$ cat config.mk
export PLATFORM = sky130hd
export DESIGN_NAME = serial_sub_restore_nbit_flat
export DESIGN_NICKNAME = d
export VERILOG_FILES = /design/src/rtl/serial_sub_restore_nbit_if.sv /design/src/rtl/serial_sub_restore_nbit.sv /design/src/flat_wrapper.sv
export SDC_FILE = /design/constraint.sdc
export NUM_CORES = 1
export LEC_CHECK = 0
export BUFFER_PORTS_ARGS = -buffer_cell sky130_fd_sc_hd__buf_2
export CORE_MARGIN = 2
export CORE_UTILIZATION = 25
export DETAILED_ROUTE_END_ITERATION = 6
export MAX_ROUTING_LAYER = met4
export SYNTH_ARGS = -nofsm -noshare
export SYNTH_HDL_FRONTEND = slang
export SYNTH_SLANG_ARGS = --single-unit
$ cat constraint.sdc
create_clock -name clk -period 2.5 [get_ports clk]
set_clock_uncertainty 0.05 [all_clocks]
set_input_delay 0.375 -clock clk [delete_from_list [all_inputs] [get_ports clk]]
set_output_delay 0.375 -clock clk [all_outputs]
set_load 0.05 [all_outputs]
$ cat src/rtl/serial_sub_restore_nbit_if.sv
// Handshake and operand bus for the bit-serial minuend rebuilder.
// The master drives the request and operands; the slave returns the result and status.
interface serial_sub_restore_nbit_if #(
    parameter int NUM_BIT = 8
);
    logic               start_i;
    logic [NUM_BIT-1:0] mag_i;
    logic               neg_i;
    logic [NUM_BIT-1:0] b_i;
    logic [NUM_BIT-1:0] a_o;
    logic               ovf_o;
    logic               busy_o;
    logic               done_o;

    modport master (
        output start_i, mag_i, neg_i, b_i,
        input  a_o, ovf_o, busy_o, done_o
    );

    modport slave (
        input  start_i, mag_i, neg_i, b_i,
        output a_o, ovf_o, busy_o, done_o
    );
endinterface

$ cat src/rtl/serial_sub_restore_nbit.sv
// Bit-serial rebuild of the minuend a = b +/- mag from a sign-magnitude difference.
// One full-adder slice processes one bit per clock, LSB first, behind a start/busy/done handshake.
module serial_sub_restore_nbit #(
    parameter int NUM_BIT = 8
) (
    input  logic                            clk,
    input  logic                            rst_n,
    serial_sub_restore_nbit_if.slave        bus
);
    localparam int CW = $clog2(NUM_BIT + 1);

    typedef enum logic [1:0] {
        IDLE = 2'd0,
        RUN  = 2'd1,
        DONE = 2'd2
    } state_t;

    state_t             state_q, state_d;
    logic [NUM_BIT-1:0] opa_q, opa_d;
    logic [NUM_BIT-1:0] opb_q, opb_d;
    logic [NUM_BIT-1:0] res_q, res_d;
    logic [NUM_BIT-1:0] a_q, a_d;
    logic [CW-1:0]      cnt_q, cnt_d;
    logic               c_q, c_d;
    logic               neg_q, neg_d;
    logic               ovf_q, ovf_d;

    logic               sum_bit;
    logic               carry_nxt;

    // Single full-adder slice on the current LSBs.
    assign sum_bit   = opa_q[0] ^ opb_q[0] ^ c_q;
    assign carry_nxt = (opa_q[0] & opb_q[0]) | (opa_q[0] & c_q) | (opb_q[0] & c_q);

    always_ff @(posedge clk or negedge rst_n) begin
        if (!rst_n) begin
            state_q <= IDLE;
            opa_q   <= '0;
            opb_q   <= '0;
            res_q   <= '0;
            a_q     <= '0;
            cnt_q   <= '0;
            c_q     <= 1'b0;
            neg_q   <= 1'b0;
            ovf_q   <= 1'b0;
        end else begin
            state_q <= state_d;
            opa_q   <= opa_d;
            opb_q   <= opb_d;
            res_q   <= res_d;
            a_q     <= a_d;
            cnt_q   <= cnt_d;
            c_q     <= c_d;
            neg_q   <= neg_d;
            ovf_q   <= ovf_d;
        end
    end

    always_comb begin
        state_d = state_q;
        opa_d   = opa_q;
        opb_d   = opb_q;
        res_d   = res_q;
        a_d     = a_q;
        cnt_d   = cnt_q;
        c_d     = c_q;
        neg_d   = neg_q;
        ovf_d   = ovf_q;

        unique case (state_q)
            IDLE: begin
                if (bus.start_i) begin
                    // Subtraction as b + ~mag + 1: the +1 enters as the initial carry.
                    opa_d   = bus.b_i;
                    opb_d   = bus.neg_i ? ~bus.mag_i : bus.mag_i;
                    c_d     = bus.neg_i;
                    neg_d   = bus.neg_i;
                    cnt_d   = '0;
                    state_d = RUN;
                end
            end
            RUN: begin
                c_d   = carry_nxt;
                res_d = {sum_bit, res_q[NUM_BIT-1:1]};
                opa_d = {1'b0, opa_q[NUM_BIT-1:1]};
                opb_d = {1'b0, opb_q[NUM_BIT-1:1]};
                cnt_d = cnt_q + CW'(1);
                if (cnt_q == CW'(NUM_BIT - 1)) begin
                    // Final carry means no borrow on the subtract path, hence the inversion.
                    a_d     = {sum_bit, res_q[NUM_BIT-1:1]};
                    ovf_d   = neg_q ? ~carry_nxt : carry_nxt;
                    state_d = DONE;
                end
            end
            DONE: begin
                state_d = IDLE;
            end
            default: begin
                state_d = IDLE;
            end
        endcase
    end

    assign bus.a_o    = a_q;
    assign bus.ovf_o  = ovf_q;
    assign bus.busy_o = (state_q == RUN);
    assign bus.done_o = (state_q == DONE);
endmodule

$ cat src/flat_wrapper.sv
// flat-port wrapper written by rule: the top's interface ports become plain ports
module serial_sub_restore_nbit_flat 
#(
    parameter int NUM_BIT = 8
)
  (clk, rst_n, bus_start_i, bus_mag_i, bus_neg_i, bus_b_i, bus_a_o, bus_ovf_o, bus_busy_o, bus_done_o);
  serial_sub_restore_nbit_if #(.NUM_BIT(NUM_BIT)) bus_i ();
  input  logic clk;
  input  logic rst_n;
  input wire logic [$bits(bus_i.start_i)-1:0] bus_start_i;
  input wire logic [$bits(bus_i.mag_i)-1:0] bus_mag_i;
  input wire logic [$bits(bus_i.neg_i)-1:0] bus_neg_i;
  input wire logic [$bits(bus_i.b_i)-1:0] bus_b_i;
  output wire logic [$bits(bus_i.a_o)-1:0] bus_a_o;
  output wire logic [$bits(bus_i.ovf_o)-1:0] bus_ovf_o;
  output wire logic [$bits(bus_i.busy_o)-1:0] bus_busy_o;
  output wire logic [$bits(bus_i.done_o)-1:0] bus_done_o;
  assign bus_i.start_i = bus_start_i;
  assign bus_i.mag_i = bus_mag_i;
  assign bus_i.neg_i = bus_neg_i;
  assign bus_i.b_i = bus_b_i;
  assign bus_a_o = bus_i.a_o;
  assign bus_ovf_o = bus_i.ovf_o;
  assign bus_busy_o = bus_i.busy_o;
  assign bus_done_o = bus_i.done_o;
  serial_sub_restore_nbit #(.NUM_BIT(NUM_BIT)) u_core (.clk(clk), .rst_n(rst_n), .bus(bus_i));
endmodule
==> results of run 1 <==
==> worst max path at each step <==
stage	end	from	cells past startpoint	slack [ps]
after CTS	bus_busy_o	u_core.state_q[1]$_DFFE_PN0P_	3	580
after global placement	u_core.bus.a_o[0]$_DFFE_PN0P_	u_core.state_q[1]$_DFFE_PN0P_	5	720
after global routing	bus_busy_o	u_core.state_q[1]$_DFFE_PN0P_	3	480
after detailed placement	u_core.bus.a_o[1]$_DFFE_PN0P_	u_core.state_q[1]$_DFFE_PN0P_	5	690
after floorplan	bus_done_o	u_core.state_q[0]$_DFFE_PN0P_	3	620
final	bus_busy_o	u_core.state_q[1]$_DFFE_PN0P_	3	580
==> report_power, final <==
group	total, mW	internal, mW	switching [mW]
registers	1.09	0.907	0.185
clock network	0.433	0.225	0.208
logic	0.987	0.411	0.576
==> cell usage after synthesis, types with 2 or more instances <==
cell       n  area, um2
nor2b_1    7       43.8
clkbuf_1   2       7.51
mux2_2    18        203
nand2_1   21       78.8
buf_6      2       22.5
o21ai_0    9       45.0
a21oi_1    6       30.0
o221ai_1   6       52.6
dfrtp_1   40       1000
a22o_1     2       17.5
a22oi_1    9       67.6
buf_2      6       30.0
xnor2_1    8       70.1
nor2_1     6       22.5
==> layer usage <==
layer	up-vias	track usage, %	routed length, um
li1	607	-	-
met2	28	14.7	1680
met4	0	3.58	44
met5	-	-	0
met3	5	2.71	158
met1	623	13.8	1740
==> kinds of logic after synthesis <==
logic type	Yosys count
simple gates	37
mux	18
xor+xnor	9
flops	40
compound gates	37
buf+inv	10
fa+ha+maj	2
==> critical path: cells and delay by family, from the launching register on <==
kind	cells	cell delay [ps]
flip-flops	1	560
AND/OR/NAND/NOR	1	200
buffers and inverters	2	460
==> cell type report <==
type,count,area share [%]
flip-flops and latches,40,46.8
multi-input cells,103,34.5
repair buffers,35,8.78
well taps,96,5.62
clock buffers,8,4.22
==> stage by stage <==
step	instance area [um2]	hold slack (ps)	total power, mW
final	2140	169	2.51
after global routing	2140	242	2.70
after CTS	2140	196	2.55
after detailed placement	2050	423	2.11
after global placement	2050	419	2.09
after floorplan	1800	29.4	1.86
==> sequential cells by signal (all words and copies together) (netlist names) <==
register and cells:
u_core.bus.a_o 8, u_core.opa_q 8, u_core.opb_q 8, u_core.res_q 7, u_core.cnt_q 4, u_core.state_q 2
u_core.bus.ovf_o 1, u_core.c_q 1, u_core.neg_q 1
==> summary.md, run 1 <==
| Metric | Value |
|---|---|
| R2R Path Start | u_core.state_q[1]$_DFFE_PN0P_ |
| Vias | 1263 |
| Post-synthesis cell count | 153 |
| DIE AREA | 7890 um2 |
| Antenna Nets Post-Route | 0 |
| Worst setup SP type | flip-flop |
| Place WS | 694 ps |
| Max cap viols | 0 |
| Crit-path max cell delay | 560 ps |
| Post-Syn Area | 1800 um2 |
| R2r endpoint | u_core.bus.a_o[1]$_DFFE_PN0P_ |
| Post-cts repair resize count | 0 |
| Setup Buffers After CTS | 0 |
| Worst hold path type | in2async |
| Final min period | 1920 ps |
| Fmax | 520 MHz |
| Main synth FF type | dfrtp_1 |
| Area occupied by multi-input gates | 738 um2 |
| Area occupied by registers | 1000 um2 |
| Overall Global Routing Usage | 10.2% |
| Finished Layout Cells | 282 |
| Global route overflow | 0 |
| Post-synthesis simple-gate area fraction | 9.53% |
| Xor/xnor share of the synthesized area | 4.38% |
| CP Max Fanout | 13 |
| CTS Buf Count | 5 |
| Crit. End Element | primary output |
| Initial DRC count | 56 |
| Fin. Hold Viols | 0 |
| Placed Instances | 274 |
| Slew Viols, Final | 0 |
| Reg clk slew, reported paths | 70 ps |
| Fin crit share | 76.9% |
| CTS Hold Bufs | 0 |
| DR DRC count | 0 |
| Layout Area Growth over Synthesis | 18.8% |
| CTS tree | built |
| Vias in the first global route | 1252 |
| Reg2reg path depth | 5 |
| Largest net degree at the start of global routing | 41 |
| Vias/cell | 4.48 |
| Layout cell share with drive strength beyond 1 | 32.8% |
| FFs w/ async S/R, synth | 100% |
| Most frequent cells in the layout | dfrtp_1, buf_2, nand2_1 |
| Setup Crit Path Kind | reg2out |
| Final WS setup | 577 ps |
| Die height | 88.8 um |
| Initial antenna violation count | 0 |
| VDD IR max | 0.245 mV |
| # fillers | 702 |
| Nets@finish | 207 |
| Static leakage | 0.946 nW |
| Synth Area in Adders | 1.81% |
| Core box area | 6870 um2 |
| Post-Route Setup TNS | 0 ps |
| Clk buf depth | 2 |
| HPWL after DPL | 2510 um |
| Sequence of cells on the critical path | nor2b_2 > buf_4 > buf_2 |
| Fin util | 31.1% |
| CTS sink cnt | 40 |
| Post-synth EDFFs | 0 |
| Mux cell area share after synthesis | 11.3% |
| Post-Syn Nets | 175 |
| RSZ-0062 raised after global routing | false |
| Most common cell after layout, fill and taps aside | dfrtp_1 |
| Setup-failing EPs final | 0 |
| H-tree depth | 2 |
| Worst reg2reg setup slack | 680 ps |
| Die width | 88.8 um |
| Synth warnings | 0 |
| Worst-skew pair later-pin latency | 280 ps |
| GP Congestion | 0.743 |
| Crit path max-delay cell type | dfrtp_1 |
| Synth Area in Compound Gates | 14.0% |
| Critical Path AT | 1500 ps |
| Initial Util | 26.2% |
| Drt total wl | 3620 um |
| Diode count | 0 |
| Port bufs | 30 |
| Worst-margin pin slew | 1080 ps |
| # rows | 30 |
| Router iterations before antenna repair | 4 |
| Seq/Total Area, Yosys | 55.6% |
| Status | finished, final reports clean |
| Post-detailed-route wirelength per cell | 12.8 um |
| Synth Area per Inst | 11.8 um2 |
| Slew headroom | 28.1% |
| CTS root buffer | clkbuf_8 |
| Distinct cells, synth | 25 |
| # IOs | 31 |
| Seq cells post-synth | 40 |
| First-pass GRT wire length | 6040 um |
| Largest family of logic cells by synthesized area | compound AO/OA/AOI/OAI gates |
| Power density cells | 1180 nW/um2 |
| CP required | 2080 ps |
Power figures use the tool's default switching activity.
==> inputs of run 2 (changes only) <==
==> constraint.sdc (replaced) <==
create_clock -name clk -period 1.54 [get_ports clk]
set_clock_uncertainty 0.05 [all_clocks]
set_input_delay 0.231 -clock clk [delete_from_list [all_inputs] [get_ports clk]]
set_output_delay 0.231 -clock clk [all_outputs]
set_load 0.05 [all_outputs]
==> run 2 against run 1 <==
  * Combinational power up 110%
  * Worst setup slack got worse by 550 ps
  * Sequential cell count did not move
  * Count of clock-buffer cells in the layout down 3
  * Critical path depth up 1
  * Worst hold slack lost 28 ps
  * Sequential share of layout area decreased by 4.8 points
  * Cell area is 12% higher
  * Non-clock buffer count increased by 13
  * Utilization grew 3.6 points
  * Via count up 2.8%
==> summary.md, run 2 (synthesis results as in run 1) <==
| Metric | Value |
|---|---|
| Status | finished, final reports clean |
| Vias in the first global route | 1279 (+2.2%) |
| Diode count | 0 (unchanged) |
| Nets@finish | 220 (+6.3%) |
| Hold path depth | 2 |
| Initial DRC count | 107 (+91%) |
| Initial Util | 26.2% (unchanged) |
| Global route overflow | 0 (unchanged) |
| Core box area | 6870 um2 (unchanged) |
| GP Congestion | 0.723 (-2.7%) |
| Area occupied by registers | 1000 um2 (+0.12%) |
| Die width | 88.8 um (unchanged) |
| CP Max Fanout | 5 (-8) |
| Crit path max-delay cell type | dfrtp_2 |
| Place WS | 24.4 ps (-669 ps) |
| Layout Area Growth over Synthesis | 32.5% |
| Final instance area | 2380 um2 (+12%) |
| Sequence of cells on the critical path | nor2b_4 > nor3b_4 > buf_6 > mux2_4 |
| Post-Route Setup TNS | 0 ps (unchanged) |
| Placed Instances | 282 (+2.9%) |
| Hold Crit Endpoint | u_core.opa_q[7]$_DFFE_PN0P_ |
| HPWL after DPL | 2590 um (+3.4%) |
| Top delay family on crit path | flip-flops |
| CP required | 1670 ps (-410 ps) |
| Crit path buf inv count | 1 (-1) |
| WP depth | 4 (+1) |
| Worst-margin pin slew | 319 ps (-757 ps) |
| Fmax | 661 MHz |
| Placement Cell Area | 2150 um2 (+4.9%) |
| Router iterations before antenna repair | 3 (-1) |
| Post-detailed-route wirelength per cell | 13.2 um (+3.1%) |
| Reg2reg path depth | 4 (-1) |
| Setup-failing EPs final | 0 (unchanged) |
| First-pass GRT wire length | 6150 um (+1.8%) |
| Critical Path AT | 1640 ps (+140 ps) |
| Port bufs | 30 (unchanged) |
| Worst setup SP type | flip-flop |
| Power density cells | 1890 nW/um2 (+60%) |
| R2r endpoint | u_core.bus.ovf_o$_DFFE_PN0P_ |
| Total power | 4.50 mW (+79%) |
| # fillers | 689 (-1.9%) |
| Setup Crit Path Kind | reg2reg |
| Worst hold margin | 141 ps (-27.7 ps) |
| Final WS setup | 26.8 ps (-550 ps) |
| CTS tree | built |
| H-tree depth | 2 (unchanged) |
| Antenna Nets Post-Route | 0 (unchanged) |
| Worst hold start | bus_b_i[7] |
| Crit. End Element | flip-flop |
| Slew Viols, Final | 0 (unchanged) |
| Fin. Hold Viols | 0 (unchanged) |
| DIE AREA | 7890 um2 (unchanged) |
| Worst reg2reg setup slack | 30 ps (-650 ps) |
| Static leakage | 1.07 nW (+14%) |
| CTS root buffer | clkbuf_8 |
| Slew headroom | 78.7% (+51 points) |
| # IOs | 31 (unchanged) |
| Clk buf depth | 2 (unchanged) |
| VDD IR max | 0.476 mV (+94%) |
| CTS Buf Count | 5 (unchanged) |
| Largest net degree at the start of global routing | 41 (unchanged) |
| Most common cell after layout, fill and taps aside | dfrtp_1 |
| Vias | 1298 (+2.8%) |
| Vias/cell | 4.40 (-1.8%) |
| Worst-skew pair later-pin latency | 300 ps (+20 ps) |
| Most frequent cells in the layout | dfrtp_1, buf_2, nand2_1 |
| Initial antenna violation count | 0 (unchanged) |
| # rows | 30 (unchanged) |
| RSZ-0062 raised after global routing | true |
| Layout cell share with drive strength beyond 1 | 39.7% (+6.9 points) |
| Finished Layout Cells | 295 (+4.6%) |
| Crit-path max cell delay | 450 ps (-110 ps) |
| DR DRC count | 0 (unchanged) |
| Max cap viols | 0 (unchanged) |
| Worst hold path type | in2reg |
| Drt total wl | 3910 um (+7.8%) |
| Final min period | 1510 ps |
| CTS sink cnt | 40 (unchanged) |
| Overall Global Routing Usage | 10.7% (+0.47 points) |
| Area occupied by multi-input gates | 791 um2 (+7.1%) |
| R2R Path Start | u_core.state_q[1]$_DFFE_PN0P_ |
| Fin util | 34.7% (+3.6 points) |
| Reg clk slew, reported paths | 80 ps (about the same) |
| Fin crit share | 98.3% |
| Die height | 88.8 um (unchanged) |
[run 2: worst max-delay path by stage]
| stage | end | slack (ps) | start |
|---|---|---|---|
| after floorplan | u_core.res_q[6]$_DFFE_PN0P_ | 30 | u_core.state_q[0]$_DFFE_PN0P_ |
| after global placement | u_core.bus.ovf_o$_DFFE_PN0P_ | 80 | u_core.cnt_q[0]$_DFFE_PN0P_ |
| after detailed placement | u_core.bus.a_o[7]$_DFFE_PN0P_ | 20 | u_core.cnt_q[1]$_DFFE_PN0P_ |
| after CTS | bus_busy_o | -10 | u_core.state_q[0]$_DFFE_PN0P_ |
| after global routing | u_core.bus.a_o[0]$_DFFE_PN0P_ | -50 | u_core.cnt_q[1]$_DFFE_PN0P_ |
| final | u_core.bus.ovf_o$_DFFE_PN0P_ | 30 | u_core.state_q[1]$_DFFE_PN0P_ |
[run 2: area by class of cell]
class	instances	area share (%)
clock buffers	5	2.89
clock inverters	3	0.787
multi-input cells	103	33.2
flip-flops and latches	40	42.0
well taps	96	5.04
repair buffers	48	16.1
[run 2: timing repair]
| item | in CTS | in global routing |
|---|---|---|
| buffers inserted | 0 | 2 |
| gates resized for setup | 5 | 21 |
| pin swaps | 0 | 3 |
| hold buffers | 1 | 0 |
| gates cloned | 0 | 2 |
| endpoints found under the hold margin | 40 | 0 |
| setup endpoints to repair | 2 | 11 |
[run 2: power by group]
group / total, mW / leakage [nW] / internal [mW] / switching, mW
combinational: 2.05 / 0.516 / 0.987 / 1.06
sequential: 1.76 / 0.510 / 1.47 / 0.283
clock: 0.692 / 0.0479 / 0.316 / 0.377
[run 2: per-layer routing]
metal  track usage, %  wire, um
met3             2.99       168
met2             16.4      1840
met4             4.96        74
met5                -         0
met1             12.9      1820
[run 2: worst reg2reg max path, stage by stage (launching register included)]
cell and delay, ps:
dfrtp_2 450, nor2b_4 160, nor3b_4 260, buf_6 170, mux2_4 300
